<file path="config.mk">
export PLATFORM = sky130hd
export DESIGN_NAME = adc_level_monitor
export DESIGN_NICKNAME = d
export VERILOG_FILES = /design/src/rtl/adc_level_monitor.sv
export SDC_FILE = /design/constraint.sdc
export NUM_CORES = 1
export LEC_CHECK = 0
export ABC_CLOCK_PERIOD_IN_PS = 4150
export CAP_MARGIN = 20
export CORE_AREA = 5 5 72 74
export DETAILED_ROUTE_END_ITERATION = 7
export DIE_AREA = 0 0 77 79
export PLACE_DENSITY = 0.73
export SLEW_MARGIN = 15
export SYNTH_ARGS = -nofsm -noshare
export SYNTH_HDL_FRONTEND = slang
export SYNTH_SLANG_ARGS = --single-unit
</file>
<file path="constraint.sdc">
create_clock -name clk -period 4.15 [get_ports clk]
set_input_delay 0.415 -clock clk [delete_from_list [all_inputs] [get_ports clk]]
set_output_delay 0.415 -clock clk [all_outputs]
set_load 0.01 [all_outputs]
</file>
<file path="src/rtl/adc_level_monitor.sv">
// adc_level_monitor: per-channel ADC band quantiser with hysteresis, persistence filter and LED bar
// ports: clk, RESET_N (sync, active-low); sample_valid/sample_chan/sample_data in;
//        sel_chan picks the led channel; level (packed committed bands), top_alarm,
//        change_valid/change_chan (commit pulse), led (one-hot of level[sel_chan])
module adc_level_monitor #(
  parameter int NUM_CH = 4,
  parameter int DATA_W = 16,
  parameter int NUM_LEVELS = 4,
  parameter int unsigned HYST = 32'h200,
  parameter int PERSIST = 3,
  localparam int LVL_W = $clog2(NUM_LEVELS),
  localparam int CH_W = NUM_CH > 1 ? $clog2(NUM_CH) : 1
) (
  input  logic                    clk,
  input  logic                    RESET_N,
  input  logic                    sample_valid,
  input  logic [CH_W-1:0]         sample_chan,
  input  logic [DATA_W-1:0]       sample_data,
  input  logic [CH_W-1:0]         sel_chan,
  output logic [NUM_CH*LVL_W-1:0] level,
  output logic [NUM_CH-1:0]       top_alarm,
  output logic                    change_valid,
  output logic [CH_W-1:0]         change_chan,
  output logic [NUM_LEVELS-1:0]   led
);
  localparam int CNT_W = $clog2(PERSIST + 1);
  localparam int W = DATA_W + 2;
  localparam logic [W-1:0] HY = W'(HYST);
  localparam logic [W-1:0] BW = W'(1) << (DATA_W - LVL_W);
  logic [LVL_W-1:0] lvl [NUM_CH];
  logic [LVL_W-1:0] pend [NUM_CH];
  logic [CNT_W-1:0] cnt [NUM_CH];
  logic hit, sel_ok, up, dn, commit;
  logic [CH_W-1:0] ci, si;
  logic [LVL_W-1:0] raw, cur, tgt;
  logic [W-1:0] lo, d;
  logic [CNT_W-1:0] m;
  always_comb begin
    hit = sample_valid && 32'(sample_chan) < NUM_CH;
    sel_ok = 32'(sel_chan) < NUM_CH;
    ci = hit ? sample_chan : '0;
    si = sel_ok ? sel_chan : '0;
    cur = lvl[ci];
    raw = sample_data[DATA_W-1 -: LVL_W];
    lo = W'(raw) << (DATA_W - LVL_W);
    d = W'(sample_data);
    // margins evaluated with the hysteresis moved to the other side so nothing underflows
    up = d >= lo + HY;
    dn = d + HY < lo + BW;
    tgt = ((raw > cur && up) || (raw < cur && dn)) ? raw : cur;
    m = (cnt[ci] != '0 && tgt == pend[ci]) ? cnt[ci] + CNT_W'(1) : CNT_W'(1);
    commit = hit && tgt != cur && 32'(m) >= PERSIST;
  end
  always_ff @(posedge clk) begin
    if (!RESET_N) begin
      for (int i = 0; i < NUM_CH; i++) begin
        lvl[i] <= '0;
        pend[i] <= '0;
        cnt[i] <= '0;
      end
      change_valid <= 1'b0;
      change_chan <= '0;
      led <= NUM_LEVELS'(1);
    end else begin
      change_valid <= commit;
      if (commit) change_chan <= ci;
      led <= sel_ok ? NUM_LEVELS'(1) << lvl[si] : '0;
      if (hit) begin
        if (tgt == cur) cnt[ci] <= '0;
        else if (commit) begin
          lvl[ci] <= tgt;
          cnt[ci] <= '0;
        end else begin
          pend[ci] <= tgt;
          cnt[ci] <= m;
        end
      end
    end
  end
  for (genvar k = 0; k < NUM_CH; k++) begin : g_out
    assign level[k*LVL_W +: LVL_W] = lvl[k];
    assign top_alarm[k] = lvl[k] == LVL_W'(NUM_LEVELS - 1);
  end
endmodule

</file>
==> flow_metrics.env <==
export IMPL_synthCells=183
export IMPL_crit_path_cell_trace="clkdlybuf4s50_1 > buf_4 > nor2b_1 > a22oi_1 > o21ai_0 > ha_1 > nor2b_1 > o21ai_0 > buf_4 > a2bb2oi_4 > mux2i_2 > xor2_1 > buf_4 > o31ai_1 > buf_4 > o21ai_0"
export IMPL_placed_cell_area_mm2=0.00240
export IMPL_irDropWorstVdd_mv=0.329
export IMPL_utilization_pct=55.3
export IMPL_place_inst=280
export IMPL_synth_edf_count=24
export IMPL_synth_commonest_cells="24 x edfxtp_1, 22 x nand2_1, 13 x nor2_1"
export IMPL_p_leak_nw=0.917
export IMPL_setup_viol=0
export IMPL_worstReg2RegEnd="pend[3][1]$_DFFE_PP_"
export IMPL_cts_tree="done"
export IMPL_multi_input_area_um2=986
export IMPL_cts_resized=0
export IMPL_layout_min_cycle_time_ns=3.79
export IMPL_drc=0
export IMPL_startpoint="sample_chan[1]"
export IMPL_endpoint="pend[3][1]$_DFFE_PP_"
export IMPL_grt_overflow_total=0
export IMPL_async_flop_share_pct=0
export IMPL_ys_flop_type="edfxtp_1"
export IMPL_yosysMostFrequentCell="edfxtp_1"
export IMPL_cp_max_fo=9
export IMPL_clock_sinks=31
export IMPL_htree_levels=2
export IMPL_reg2reg_slack_ns=0.78
export IMPL_power_density_mw_per_mm2=339
export IMPL_gr_usage_met3_pct=4.54
export IMPL_top_usage_layer="met2"
export IMPL_pin_count=42
export IMPL_worst_path_max_delay_cell="clkdlybuf4s50_1"
export IMPL_fp_dieW_um=77
export IMPL_min_period_over_period_pct=91.4
export IMPL_fp_row_count=25
export IMPL_path_clk_slew_ns=0.07
export IMPL_initial_core_util_pct=42.2
export IMPL_yosysSeqAreaShare_pct=45.0
export IMPL_skew_ns=0.00849
export IMPL_fin_area_mm2=0.00251
export IMPL_tns_ns=0
export IMPL_grt_max_degree=23
export IMPL_coreArea_mm2=0.00454
export IMPL_sequential_cell_area_um2=861
export IMPL_grt_antenna_before_repair=0
export IMPL_layout_drive_gt1_share_pct=17.9
export IMPL_drv_slew=0
export IMPL_synthesis_nets=212
export IMPL_arrival_ns=3.75
export IMPL_port_buffers=32
export IMPL_gp_congestion=0.785
export IMPL_end_kind="flop"
export IMPL_min_path_type="reg2reg"
export IMPL_syn_cell_area_mm2=0.00191
export IMPL_worstSkewPairLatency_ns=0.29
export IMPL_postCtsSetupBuffers=0
export IMPL_dieArea_mm2=0.00608
export IMPL_layout_setup_ws_ns=0.356
export IMPL_nFillCells=412
export IMPL_yosys_warnings=0
export IMPL_max_cap_viol_count=0
export IMPL_wl_per_cell_um=15.1
export IMPL_syn_to_final_growth_pct=31.0
export IMPL_root_buffer="clkbuf_8"
export IMPL_r2r_cells=14
export IMPL_via_per_inst=5.58
export IMPL_firstDrtPassIters=5
export IMPL_clock_fmax_ghz=0.264
export IMPL_ys_seq_elements=31
export IMPL_slew_headroom_pct=71.9
export IMPL_hold_viol_final=0
export IMPL_cp_slowest_stage_delay_ns=0.48
export IMPL_grt_usage_pct=14.9
export IMPL_grt_pass1_vias=1535
export IMPL_die_height_um=79
export IMPL_synth_top_cell_by_area="edfxtp_1"
export IMPL_required_ns=4.11
export IMPL_cts_buffers=5
export IMPL_worstMarginPinSlew_ns=0.418
export IMPL_place_worst_setup_slack_ns=0.0744
export IMPL_antennaDiodeCount=0
export IMPL_timing_worst_setup_path_type="in2reg"
export IMPL_cp_top_family="compound AO/OA/AOI/OAI gates"
export IMPL_synth_avg_cell_area_um2=10.5
export IMPL_cts_root_to_sink_buffers=2
export IMPL_crit_buf_inv=5
export IMPL_synth_top_area_share_pct=37.6
export IMPL_yosys_cell_types_count=46
export IMPL_vias=1608
export IMPL_cp_start_kind="input pin"
export IMPL_final_antenna_net_count=0
export IMPL_reg2reg_from="lvl[2][0]$_SDFFCE_PN0P_"
export IMPL_route_final_wire_length_mm=4.35
export IMPL_stdcell_count=288
export IMPL_hold_buffers=0
export IMPL_grt_setup_unrepaired="false"
export IMPL_critical_path_depth=16
export IMPL_yosys_top_cells_area="edfxtp_1 38%, dfxtp_1 7.3%, nand2_1 4.3%"
export IMPL_detailedPlacementHpwl_mm=3.26
export IMPL_grt_use_met2_pct=24.1
export IMPL_nets=262
export IMPL_grt_pass1_wl_mm=7.25
export IMPL_cpMostUsedCell="buf_4"
export IMPL_status="complete, no violations"
export IMPL_drt_initial_drc_count=64
export IMPL_grt_use_met1_pct=18.7
where the power goes:
part	internal [mW]	switching, mW
clock network	0.151	0.117
logic	0.104	0.122
registers	0.350	0.00612
state kept, by name, indices dropped and copies added, names as in the netlist:
register      cells
change_chan       2
change_valid      1
cnt               8
led               4
lvl               8
pend              8
final cells by class:
type                            instances  area share [%]
Timing Repair Buffer                   51            18.5
Inverter                                7            1.05
Tap cell                               54            2.69
Clock inverter                          1           0.299
Multi-Input combinational cell        137            39.3
Sequential cell                        31            34.3
Clock buffer                            7            3.84
cells by family after synthesis:
logic type	after synthesis	synth area share, %
simple gates	79	21.3
compound gates	32	13.8
flops	31	45.0
buf+inv	15	3.53
mux	14	9.74
xor+xnor	6	2.75
fa+ha+maj	6	3.92
routing by layer:
| layer | up-vias | wire length [um] |
|---|---|---|
| met1 | 741 | 1790 |
| met5 | - | 0 |
| met2 | 69 | 2050 |
| met4 | 0 | 76 |
| li1 | 790 | - |
| met3 | 8 | 431 |
how the worst min path moves through the flow:
stage                                  end                        start  depth (start not counted)  slack (ns)
6_report       change_chan[0]$_SDFFE_PN0P_  change_chan[0]$_SDFFE_PN0P_                          2        0.46
5_1_grt        change_chan[0]$_SDFFE_PN0P_  change_chan[0]$_SDFFE_PN0P_                          2        0.50
4_1_cts        change_chan[0]$_SDFFE_PN0P_  change_chan[0]$_SDFFE_PN0P_                          2        0.46
3_5_place_dp   change_chan[0]$_SDFFE_PN0P_  change_chan[0]$_SDFFE_PN0P_                          2        0.45
3_3_place_gp   change_chan[1]$_SDFFE_PN0P_  change_chan[1]$_SDFFE_PN0P_                          2        0.45
2_1_floorplan  change_chan[0]$_SDFFE_PN0P_  change_chan[0]$_SDFFE_PN0P_                          2        0.48
per-stage QoR:
stage          hold slack (ns)  power [mW]
3_5_place_dp             0.455       0.589
5_1_grt                  0.502       0.897
3_3_place_gp             0.446       0.585
2_1_floorplan            0.479       0.500
4_1_cts                  0.465       0.859
6_report                 0.458       0.851
worst register-to-register path: stages, from the launching register on:
cell and delay [ns]:
edfxtp_1 0.43, mux2_2 0.31, a22oi_1 0.13, o21ai_0 0.18, ha_1 0.33, nand2_1 0.04, o21ai_0 0.07, buf_4 0.15
a2bb2oi_4 0.22, mux2i_2 0.31, xor2_1 0.20, buf_4 0.15, o31ai_1 0.07, buf_4 0.16, o21ai_0 0.30
cell usage in the layout (no fill, tap or decap), types with 4 or more instances in the layout:
cell type / Yosys / final
nand2_1: 22 / 22
mux2i_1: 6 / 6
ha_1: 6 / 6
and2_1: 5 / 5
inv_1: 7 / 7
mux2_2: 4 / 4
dfxtp_1: 7 / 7
edfxtp_1: 24 / 24
xnor2_1: 4 / 4
nor4_1: 8 / 8
nor3_1: 10 / 10
buf_4: 0 / 19
a21oi_1: 4 / 4
clkdlybuf4s50_1: 0 / 32
o31ai_1: 5 / 5
clkbuf_8: 0 / 7
o21ai_0: 8 / 8
nor2_1: 13 / 13
Power figures use the tool's default switching activity.
